File: src/rtl/alu_serial_ctrl.sv
// Bit-serial sequencer for a 1-bit ALU slice: streams WIDTH operand bits LSB first,
// recirculates the slice carry and assembles result and flags.
module alu_serial_ctrl #(
  parameter int WIDTH = 8
) (
  input  logic             clk,
  input  logic             rst,
  input  logic             start,
  input  logic [2:0]       cmd,
  input  logic [WIDTH-1:0] a,
  input  logic [WIDTH-1:0] b,
  output logic             ready,
  output logic             done,
  output logic             err,
  output logic [WIDTH-1:0] result,
  output logic             cout,
  output logic             ovf,
  output logic             zero,
  output logic             slice_invA,
  output logic             slice_A,
  output logic             slice_enA,
  output logic             slice_B,
  output logic             slice_enB,
  output logic             slice_cin,
  output logic             slice_f1,
  output logic             slice_f0,
  input  logic             slice_out,
  input  logic             slice_cout
);

  localparam int CW = $clog2(WIDTH) + 1;

  localparam logic [1:0] S_IDLE = 2'd0;
  localparam logic [1:0] S_RUN  = 2'd1;
  localparam logic [1:0] S_DONE = 2'd2;

  localparam logic [2:0] CMD_ILLEGAL = 3'b111;

  logic [1:0]       state;
  logic [2:0]       cmd_q;
  logic [WIDTH-1:0] a_sh, b_sh, res_sh;
  logic [CW-1:0]    cnt;
  logic             carry;
  logic [4:0]       ctl;
  logic             is_arith;
  logic             last_bit;
  logic [WIDTH-1:0] res_next;

  // {invA, enA, enB, f1, f0} per opcode
  function automatic logic [4:0] decode_ctl(input logic [2:0] c);
    case (c)
      3'b000:  decode_ctl = 5'b0_1_1_11;
      3'b001:  decode_ctl = 5'b1_1_1_11;
      3'b010:  decode_ctl = 5'b0_1_1_00;
      3'b011:  decode_ctl = 5'b0_1_1_01;
      3'b100:  decode_ctl = 5'b0_0_1_10;
      3'b101:  decode_ctl = 5'b1_1_0_11;
      3'b110:  decode_ctl = 5'b0_1_0_11;
      default: decode_ctl = 5'b0_0_0_00;
    endcase
  endfunction

  function automatic logic init_cin(input logic [2:0] c);
    init_cin = (c == 3'b001) || (c == 3'b101);
  endfunction

  always_comb begin
    ctl      = decode_ctl(cmd_q);
    is_arith = (cmd_q == 3'b000) || (cmd_q == 3'b001) ||
               (cmd_q == 3'b101) || (cmd_q == 3'b110);
    last_bit = (cnt == CW'(WIDTH - 1));
    res_next = {slice_out, res_sh[WIDTH-1:1]};
  end

  assign ready = (state == S_IDLE);
  assign done  = (state == S_DONE);

  // Slice is only driven while a bit is actually being processed.
  always_comb begin
    slice_invA = 1'b0;
    slice_enA  = 1'b0;
    slice_enB  = 1'b0;
    slice_f1   = 1'b0;
    slice_f0   = 1'b0;
    slice_A    = 1'b0;
    slice_B    = 1'b0;
    slice_cin  = 1'b0;
    if (state == S_RUN) begin
      {slice_invA, slice_enA, slice_enB, slice_f1, slice_f0} = ctl;
      slice_A   = a_sh[0];
      slice_B   = b_sh[0];
      slice_cin = carry;
    end
  end

  always_ff @(posedge clk) begin
    if (rst) begin
      state  <= S_IDLE;
      cmd_q  <= '0;
      a_sh   <= '0;
      b_sh   <= '0;
      res_sh <= '0;
      cnt    <= '0;
      carry  <= 1'b0;
      err    <= 1'b0;
      result <= '0;
      cout   <= 1'b0;
      ovf    <= 1'b0;
      zero   <= 1'b1;
    end else begin
      err <= 1'b0;
      case (state)
        S_IDLE: begin
          if (start && cmd == CMD_ILLEGAL) begin
            err <= 1'b1;
          end else if (start) begin
            cmd_q  <= cmd;
            a_sh   <= a;
            b_sh   <= b;
            res_sh <= '0;
            cnt    <= '0;
            carry  <= init_cin(cmd);
            state  <= S_RUN;
          end
        end
        S_RUN: begin
          res_sh <= res_next;
          a_sh   <= a_sh >> 1;
          b_sh   <= b_sh >> 1;
          carry  <= slice_cout;
          if (last_bit) begin
            // carry still holds the carry into the MSB here
            result <= res_next;
            cout   <= is_arith & slice_cout;
            ovf    <= is_arith & (carry ^ slice_cout);
            zero   <= (res_next == '0);
            state  <= S_DONE;
          end else begin
            cnt <= cnt + CW'(1);
          end
        end
        S_DONE:  state <= S_IDLE;
        default: state <= S_IDLE;
      endcase
    end
  end

endmodule
File: config.mk
export PLATFORM = sky130hd
export DESIGN_NAME = alu_serial_ctrl
export DESIGN_NICKNAME = d
export VERILOG_FILES = /design/src/rtl/alu_serial_ctrl.sv
export SDC_FILE = /design/constraint.sdc
export NUM_CORES = 1
export LEC_CHECK = 0
export CORE_UTILIZATION = 40
export CTS_CLUSTER_DIAMETER = 60
export DETAILED_ROUTE_END_ITERATION = 8
export PLACE_DENSITY = 0.75
export REMOVE_ABC_BUFFERS = 1
export SETUP_SLACK_MARGIN = 0.15
export SLEW_MARGIN = 20
export SYNTH_ARGS = -nofsm -noshare
export SYNTH_HDL_FRONTEND = slang
export SYNTH_SLANG_ARGS = --single-unit
File: constraint.sdc
create_clock -name clk -period 2.5 [get_ports clk]
set_clock_uncertainty 0.2 [all_clocks]
set_input_delay 0.375 -clock clk [delete_from_list [all_inputs] [get_ports clk]]
set_output_delay 0.375 -clock clk [all_outputs]
set_load 0.02 [all_outputs]
## Word level (Yosys, flattened, before mapping)

Cells that the tools add are included.

- Shifts and indexed selects: 0
- Multiply operators: 0
- Mux-type cells: 30
- Bitwise operators: 5
- Equality and inequality tests: 16
- Order comparisons: 0
- Reduce and logical (&&, ||, !) cells: 15
- Divide/modulo/power cells: 0
- $add $sub $neg: 1

Operators by type and width:

| kind | count |
|---|---|
| two-way mux 8 bit | 6 |
| one-hot mux 8 bit (2 select lines) | 3 |
| one-hot mux 5 bit (7 select lines) | 1 |
| == test 3 bit, second input constant | 5 |
| two-way mux 4 bit | 3 |
| two-way mux 1 bit | 11 |
| AND reduction 3 bit | 3 |
| logical NOT 8 bit | 1 |
| inequality test 2 bit, second input constant | 4 |
| one-hot mux 4 bit (2 select lines) | 1 |
| == test 3 x 1 -> 1 bit, second input constant | 2 |
| == test 3 x 2 -> 1 bit, second input constant | 2 |
| two-way mux 2 bit | 3 |
| adder 4 x 1 -> 4 bit, second input constant | 1 |
| == test 4 x 3 -> 1 bit, second input constant | 1 |
| logical OR 1 bit | 4 |
| one-hot mux 2 bit (2 select lines) | 1 |
| AND reduction 4 bit | 1 |
| logical NOT 3 bit | 1 |
| AND 1 bit | 2 |
| == test 2 x 1 -> 1 bit, second input constant | 1 |
| == test 2 bit, second input constant | 1 |
| logical NOT 2 bit | 1 |
| inverter 1 bit | 2 |
| other kinds (6) | 6 |

- Memory bits (writable): 0
- Memories: 0
- Word-level logic and storage cells: 79
- Bits in latches: 0
- Input bits: 24
- Bits in registers: 46
- ROM bits: 0

## Longest topological paths before layout

Gate-level depths: netlist (run 1).

- Depth after elaboration: 5
- Mapped depth: 6
- Gate-level depth less buffers: 5

## Worst setup path after synthesis (run 1)

Ideal clock, no wire load.

- Kind: register to output
- Start point: register state[1]
- End point: output port slice_A
- Path buffers: 3
- Setup slack: 0.481 ns
- Cell stages (with the launch flop): 6
- Arrival: 1.444 ns
- Data required time: 1.925 ns
- Cells stage by stage: dfxtp_1 and2b_1 clkbuf_8 clkbuf_1 clkbuf_1 and2_1

- Cells in the longest elaborated chain, start to end: 2

RTL lines:

| element | line | RTL |
|---|---|---|
| from (decl) | 39 | `logic [1:0] state;` |
| from (signal assigned) | 98 | `state <= S_IDLE;` |
| from (signal assigned) | 123 | `state <= S_RUN;` |
| from (signal assigned) | 137 | `state <= S_DONE;` |
| == test 2 x 1 -> 1 bit | 88 | `if (state == S_RUN) begin` |
| two-way mux 1 bit | 88 |  |
| to (decl) | 20 | `output logic slice_A,` |

No other way between the ends.

## Worst setup path after layout (run 1)

- Start point: register state[1]
- End point: output port slice_enA

- Cells in the longest elaborated chain, start to end: 2

RTL lines:

| element | line | RTL |
|---|---|---|
| == test 2 x 1 -> 1 bit | 88 |  |
| two-way mux 1 bit | 88 |  |
| to (decl) | 21 | `output logic slice_enA,` |

No other way between the ends.

==> impl_results.md, run 1 <==
* Outcome: finished with violations
* Failing checks: design-rule violations
* Row cnt at 24
* Slew Viols, Final at 0
* Total power divided by cell area at 621 nW/um2
* VDD IR max at 0.000266 V
* Crit path max fanout at 6
* CP Class: flop to primary output
* Setup Buffers After CTS at 0
* CTS tree: done
* Top post-synthesis cells by count: nand2_1, dfxtp_1, nor2_1, a21oi_1, a311oi_1
* H-tree levels at 2
* Syn Area/Cell at about 8.2 um2
* Clk pin slew, worst setup/hold paths at ~80 ps
* # setup viols final at 0
* CP Launch Type: flop
* ANT cells at 0
* Area grow syn2layout at 31.5%
* Slew @ Worst Pin at 560 ps
* Initial Utilization at 42.6%
* Clk root buf: clkbuf_8
* Largest cells by area after synthesis: dfxtp_1, nand2_1, nor2_1
* Share of layout cells above drive strength 1 at 6.55%
* Synth Flop Type: dfxtp_1
* Detail Placement HPWL at between 2000 and 3000 um
* DRT antenna net count at 0
* Yosys cell types at 36
* YS warnings at 0
* Slew HR at 62.5%
* First-iteration detailed-routing DRC count at roughly 130
* Post-DR wirelength/cell at 13.0 um
* Final worst-path cycle share at 90.6%
* I/O pin cnt at 46
* Grt ovf at 0
* Share of synthesized flip-flops with an asynchronous set or reset at 0%
* Cell with the most instances after synthesis: nand2_1
* Worst Path Arrival at 1690 ps
* FMAX at roughly 0.44 GHz
* Post-route DRC at 5
* Final Critical Period at between 2000 and 2500 ps
* Setup TNS at 0 ps
* RSZ-0062 raised after global routing: false
* Core ar. at 4470 um2
* I/O Buffers at 45
* Final cell count without fillers at roughly 330
* Final Hold Viols at 0
* Seq/Total Area, Yosys at 47.3%
* Filler cell count at 404
* Pre-CTS setup slack at 149 ps
* Leak at between 0.0009 and 0.001 uW
* Yosys reg bits at 45
* Max_cap viols at 0
* Worst hold path class: flop to flop
* Dpl cells at 319
* Multi-input logic area at 912 um2
* Gr usage total at roughly 17%
* CTS buffer count at 5
* DRT Pass-1 Iters at 6
* WL final at 4240 um
* Number of synthesized flops with an enable pin at 0
* # clock sinks at 45
* Die area at 5040 um2
* Vias per cell at 5.29
* Critical path endpoint category: primary output
* First-pass GRT wire length at a little under 7000 um
* Final Power at about 1600 uW
* Die height at around 70 um
* Worst setup margin at around 240 ps
* Synth area leader: dfxtp_1
* Die X at 71 um
* Net count, final at around 300
* Worst skew pair latency at 290 ps
* Largest net degree at the start of global routing at between 40 and 50
* Top cell type's share of synthesized area at 47.3%
* Initial antenna violation count at 0
* Via count at ~1700
* Vias in the first global route at 1561
* Post-synthesis instance total at 233
* Post-synthesis cell area at 1900 um2
* Gpl congestion at 0.805
* Min Hold Slack at 258 ps
* Register area at 901 um2
* Longest Clk Path Bufs at 2
* Req. time, crit path at between 1500 and 2000 ps
* Hold_buf cts at 0
-- worst max-delay path, cell delays in order (launching register included) --
cell and delay, ps:
dfxtp_1 340, nand2b_1 240, a31oi_1 180, clkdlybuf4s50_1 630
-- what timing repair did --
item,in CTS,in global routing
resized for setup,1,5
setup endpoints to repair,3,5
pin swaps,0,0
-- metal layers --
| metal | vias up | routed length [um] | global-route usage [%] | part of all wire (%) |
|---|---|---|---|---|
| li1 | 895 | - | - | - |
| met1 | 783 | 2010 | 21.9 | 47 |
| met2 | 47 | 1950 | 27.8 | 46 |
| met3 | 5 | 231 | 4.70 | 5.5 |
| met4 | 0 | 38 | 6.44 | 0.90 |
| met5 | - | 0 | 0 | 0 |
-- kinds of logic (layout without fill, tap and decap cells) --
family                   after synthesis  count (layout)  share of synthesized area, %
AO/OA/AOI/OAI                         54              54                          20.4
buffers and inverters                 18              60                          4.93
XOR/XNOR                               2               2                         0.920
AND/OR/NAND/NOR                      113             113                          25.8
flip-flops                            45              45                          47.3
adder cells (fa/ha/maj)                1               1                         0.657
-- registers in the layout (all words and copies together) (netlist names) --
signal  count
result      8
cout        1
carry       1
res_sh      7
cmd_q       3
cnt         4
ovf         1
b_sh        8
err         1
state       2
zero        1
a_sh        8
-- final cells by class --
type	count	share of cell area, %
clock buffers	7	3.45
clock inverters	1	1.20
inverters	1	0.150
multi-input cells	170	36.4
flip-flops and latches	45	36.0
well taps	52	2.60
repair buffers	51	20.2
-- where the power goes --
part	total (uW)	switching (uW)	internal, uW
clock	558	233	326
combinational	224	121	103
sequential	773	21.9	751
total	1560	375	1180
-- metrics by stage --
step | utilization [%] | cell area [um2]
floorplan | - | 1810
global placement | 53.1 | 2370
global route | 56.0 | 2500
CTS | 55.7 | 2490
detailed placement | 53.1 | 2370
finish | 56.0 | 2500
-- worst paths after layout --
path / from / end / slack (ps) / cells after the start
max reg2reg: state[1] / b_sh[4] / 360 / 5
min: result[1] / result[1] / 260 / 2
min reg2reg: result[1] / result[1] / 260 / 2
max: state[1] / slice_enA / 240 / 3
-- layout by cell type, fill, tap and decap left out, drive strengths merged, types with 4 or more instances in the layout --
master / synthesis / final
nand2: 49 / 49
dfxtp: 45 / 45
clkdlybuf4s50: 0 / 41
nor2: 37 / 37
a21oi: 16 / 16
a311oi: 14 / 14
a22oi: 9 / 9
clkbuf: 14 / 7
buf: 3 / 6
nand3: 5 / 5
nand2b: 4 / 4
o21ai: 4 / 4
and2: 4 / 4
nor3: 4 / 4
dlymetal6s2s: 0 / 4
Note: power is estimated with default switching activity, not from simulation.
==> inputs of run 2 (changes only) <==
--- a/config.mk
+++ b/config.mk
@@ -5,6 +5,7 @@
 export SDC_FILE = /design/constraint.sdc
 export NUM_CORES = 1
 export LEC_CHECK = 0
+export CORE_ASPECT_RATIO = 0.9
 export CORE_UTILIZATION = 40
 export CTS_CLUSTER_DIAMETER = 60
 export DETAILED_ROUTE_END_ITERATION = 8
==> impl_results.md, run 2 (synthesized netlist as in run 1, its figures left out) <==
* I/O pin cnt at 46
* CP max-delay cell: clkdlybuf4s50_1
* Req. time, crit path at 1920 ps
* DRT Pass-1 Iters at 4
* RR Startpoint: state[1]
* Worst path cell trace: nand2b_1 -> a21oi_1 -> clkdlybuf4s50_1
* Post-DR wirelength/cell at about 12 um
* Largest net degree at the start of global routing at 46
* RSZ-0062 raised after global routing: false
* FF-to-FF path depth at 5
* Worst hold path class: flop to flop
* Slew Viols, Final at 0
* Internal power at 1180 uW
* Sequential Power Share at 49.8%
* Vias in the first global route at 1452
* Hold path endpoint: cout
* Gpl congestion at 0.740
* Via count at approximately 1700
* First-iteration detailed-routing DRC count at 132
* H-tree levels at 2
* Leak at 0.000983 uW
* Max_cap viols at 0
* FMAX at approximately 0.44 GHz
* Setup TNS at 0 ps
* Die height at approximately 67 um
* Row cnt at 23
* Die X at 74.7 um
* Min Hold Slack at 257 ps
* Hold_buf cts at 0
* Setup Buffers After CTS at 0
* Placed cell area at between 2000 and 2500 um2
* Die area at 5040 um2
* Final Power at 1560 uW
* Initial antenna violation count at 0
* Resized Gates After CTS at 0
* Top flop regs: a_sh (8), b_sh (8), result (8)
* CP top delay family: buffers and inverters
* Area grow syn2layout at 32.5%
* Delay of the slowest critical-path stage at 620 ps
* Core ar. at 4520 um2
* # clock sinks at 45
* Pre-CTS setup slack at ~160 ps
* Detail Placement HPWL at 2830 um
* WHS Path Cells at 2
* Outcome: completed
* Worst skew pair latency at 300 ps
* Share of layout cells above drive strength 1 at 6.88%
* Final Critical Period at between 2000 and 2500 ps
* Longest Clk Path Bufs at 2
* Post-route DRC at 0
* # setup viols final at 0
* Final Cell Area at 2520 um2
* Total power divided by cell area at 617 nW/um2
* VDD IR max at 0.000303 V
* CP Class: flop to primary output
* CP Launch Type: flop
* DRT antenna net count at 0
* I/O Buffers at 45
* P_sw at roughly 380 uW
* Gate power share at between 10% and 20%
* Switching share of total power at 24.1%
* FF-to-FF setup slack at 440 ps
* First-pass GRT wire length at 6640 um
* Crit path max fanout at 6
* Clk pin slew, worst setup/hold paths at approximately 80 ps
* Part of the power in the clock network at 36.0%
* Final Hold Viols at 0
* Hold Startpoint: cout
* Worst setup margin at ~240 ps
* Most common cell after layout, fill and taps aside: nand2_1
* Critical path endpoint category: primary output
* WL final at around 4100 um
* Slew @ Worst Pin at ~530 ps
* Slew HR at 64.5%
* Most frequent cells in the layout: nand2_1, dfxtp_1, clkdlybuf4s50_1
* Vias per cell at 5.03
* Gr usage total at 17.8%
* CP Buf/Inv Count at 1
* Grt ovf at 0
* ANT cells at 0
* CTS buffer count at 5
* Worst Path Arrival at 1680 ps
* Worst R2R End: a_sh[5]
* Clk root buf: clkbuf_8
* Final worst-path cycle share at 90.3%
* Net count, final at 300
* Initial Utilization at 42.1%
* CTS tree: done
* Filler cell count at between 400 and 500
## run 2: routing by layer
| metal | part of all wire, % | up-vias | GRT usage (%) |
|---|---|---|---|
| li1 | - | 895 | - |
| met1 | 49 | 751 | 23.8 |
| met2 | 44 | 49 | 26.7 |
| met3 | 6.3 | 4 | 4.48 |
| met4 | 1.0 | 0 | 8.49 |
| met5 | 0 | - | 0 |
## run 2: through the flow
step | std cells | util [%]
6_report | 338 | 55.8
5_1_grt | 338 | 55.8
4_1_cts | 338 | 55.6
3_5_place_dp | 330 | 53.0
3_3_place_gp | 330 | 53.0
2_1_floorplan | 216 | -
## run 2: tightest hold or removal path, stage by stage (launching register included)
cell and delay [ps]:
dfxtp_1 310, nand2_1 50, a21oi_1 50
## run 2: layout make-up
class	count	area, um2	area share (%)
well taps	62	77.6	3.08
repair buffers	52	513	20.3
inverters	1	3.75	0.149
clock buffers	7	86.3	3.42
multi-input cells	170	910	36.1
flip-flops and latches	45	902	35.8
clock inverters	1	30.0	1.19
## run 2: worst max path at each step
stage	cells after the start	startpoint	to	slack, ps
6_report	3	state[1]	slice_f1	240
3_3_place_gp	5	start	cnt[3]	200
5_1_grt	3	state[1]	slice_f1	170
4_1_cts	3	state[0]	slice_enA	180
2_1_floorplan	4	state[1]	a_sh[0]	470
3_5_place_dp	5	start	cnt[3]	160
## run 2: power groups by stage
stage               clock network, uW  registers (uW)  logic (uW)
floorplan                           0             785         121
global placement                    0             790         220
detailed placement                  0             791         222
CTS                               574             774         224
global route                      613             780         247
finish                            560             774         221
==> inputs of run 3 (changes only) <==
--- a/config.mk
+++ b/config.mk
@@ -7,8 +7,10 @@
 export LEC_CHECK = 0
 export CORE_ASPECT_RATIO = 0.9
 export CORE_UTILIZATION = 40
+export CTS_BUF_LIST = sky130_fd_sc_hd__clkbuf_16
 export CTS_CLUSTER_DIAMETER = 60
 export DETAILED_ROUTE_END_ITERATION = 8
+export GPL_TIMING_DRIVEN = 0
 export PLACE_DENSITY = 0.75
 export REMOVE_ABC_BUFFERS = 1
 export SETUP_SLACK_MARGIN = 0.15
==> impl_results.md, run 3 (synthesized netlist as in run 1, its figures left out) <==
* Met2 Resource Use GR at 29.4%
* H-tree levels at 2
* Switching share of total power at 23.4%
* Grt ovf at 0
* Delay of the slowest critical-path stage at ~600 ps
* CTS buffer count at 5
* Req. time, crit path at 1920 ps
* Net count, final at 297
* ANT cells at 0
* Crit path max fanout at 6
* Leak at 0.000984 uW
* Worst skew pair latency at 280 ps
* Final worst-path cycle share at 91.0%
* Part of the power in the clock network at 42.1%
* Slew @ Worst Pin at ~640 ps
* CP Launch Type: flop
* Detail Placement HPWL at 2750 um
* Area grow syn2layout at 35.2%
* Internal power at 1330 uW
* Outcome: completed
* DRT Pass-1 Iters at 5
* Max_cap viols at 0
* Initial antenna violation count at 0
* Final Critical Period at 2270 ps
* CTS tree: done
* Most common cell after layout, fill and taps aside: nand2_1
* Die height at 67.5 um
* Critical path endpoint category: primary output
* CP Class: flop to primary output
* Most frequent cells in the layout: nand2_1, dfxtp_1, clkdlybuf4s50_1
* CP max-delay cell: clkdlybuf4s50_1
* First-iteration detailed-routing DRC count at 104
* Slew Viols, Final at 0
* Worst path cell trace: and2b_4 -> and2_1 -> clkdlybuf4s50_1
* Via count at 1722
* Share of layout cells above drive strength 1 at under 10%
* Die X at 74.7 um
* Clk pin slew, worst setup/hold paths at roughly 60 ps
* Total power divided by cell area at 673 nW/um2
* Gpl congestion at 0.818
* Core ar. at 4520 um2
* # clock sinks at 45
* Initial Utilization at a little over two fifths
* Worst setup margin at 226 ps
* RSZ-0062 raised after global routing: false
* Pre-CTS setup slack at -200 ps
* Longest Clk Path Bufs at 2
* # setup viols final at 0
* Post-route DRC at 0
* Post-DR wirelength/cell at around 13 um
* I/O pin cnt at 46
* Vias in the first global route at 1474
* I/O Buffers at 45
* Met1 usage at 22.6%
* Die area at 5040 um2
* Met3 Track Usage GR at under 10%
* Vias per cell at 5.14
* Final Hold Viols at 0
* Worst hold path class: flop to flop
* WL final at approximately 4200 um
* VDD IR max at roughly 0.00044 V
* Worst Path Arrival at 1700 ps
* Placed cell area at about 2400 um2
* Largest net degree at the start of global routing at 30
* DRT antenna net count at 0
* Final Cell Area at 2570 um2
* Top flop regs: a_sh (8), b_sh (8), result (8)
* P_sw at 405 uW
* First-pass GRT wire length at 6710 um
* Busiest grt layer: met2
* FMAX at ~0.44 GHz
* Row cnt at 23
* Sequential Power Share at between 40% and 50%
* Gate power share at 13.1%
* Slew HR at 57.0%
* Gr usage total at 18.0%
* CP Buf/Inv Count at 1
* CP top delay family: buffers and inverters
* Clk root buf: clkbuf_16
==> run 3: cell types whose count changed in the layout (fill, tap and decap cells not counted), sizes merged <==
cell | before | now
and2b | 1 | 2
buf | 7 | 4
clkinv | 0 | 1
dlymetal6s2s | 4 | 3
clkbuf | 7 | 5
inv | 1 | 2
==> run 3: path summary, 6_finish.rpt <==
check | start | endpoint | slack (ps) | cells after the start
setup / recovery | state[1] | slice_cin | 230 | 3
hold / removal | ovf | ovf | 250 | 2
setup reg to reg | state[1] | b_sh[5] | 520 | 5
hold reg to reg | ovf | ovf | 250 | 2
==> run 3: power by group through the flow <==
stage | Clock, uW | Sequential, uW | Combinational (uW)
3_5_place_dp | 0 | 790 | 220
3_3_place_gp | 0 | 789 | 213
2_1_floorplan | 0 | 785 | 121
4_1_cts | 740 | 776 | 230
5_1_grt | 782 | 781 | 250
6_report | 729 | 776 | 227
==> run 3: per-layer routing <==
layer	routed length, um	vias up	part of all wire (%)
met5	0	-	0
met4	37	0	0.88
met3	191	4	4.5
met1	1970	781	47
li1	-	892	-
met2	2030	45	48
==> run 3: final cells by class <==
cell class / count / area [um2]
Fill cell: 444 / 1940
Multi-Input combinational cell: 171 / 927
Sequential cell: 45 / 902
Timing Repair Buffer: 48 / 495
Clock buffer: 5 / 125
Tap cell: 62 / 77.6
Clock inverter: 3 / 42.5
Inverter: 1 / 3.75
==> run 3: metrics by stage <==
stage                     instances  total power, uW  hold slack, ps  setup TNS, ps  util (%)
after floorplan                 216              906             239              0         -
after global placement          323             1000             239           -822      51.8
after detailed placement        324             1010             245           -629      52.3
after CTS                       335             1750             251              0      56.8
after global routing            335             1810             268              0      57.0
final                           335             1730             251              0      57.0
==> run 3: tightest hold or removal path: cells and delay by family (launching register included) <==
family / cells / cell delay, ps
AOI/OAI and AO/OA: 1 / 50
DFF: 1 / 310
and+or+nand+nor: 1 / 50
==> run 3: timing repair <==
action,CTS,global route
buffers inserted,2,0
endpoints found under the hold margin,0,0
gates resized for setup,5,3
gates cloned,1,0
setup endpoints to repair,35,3
hold buffers,0,0
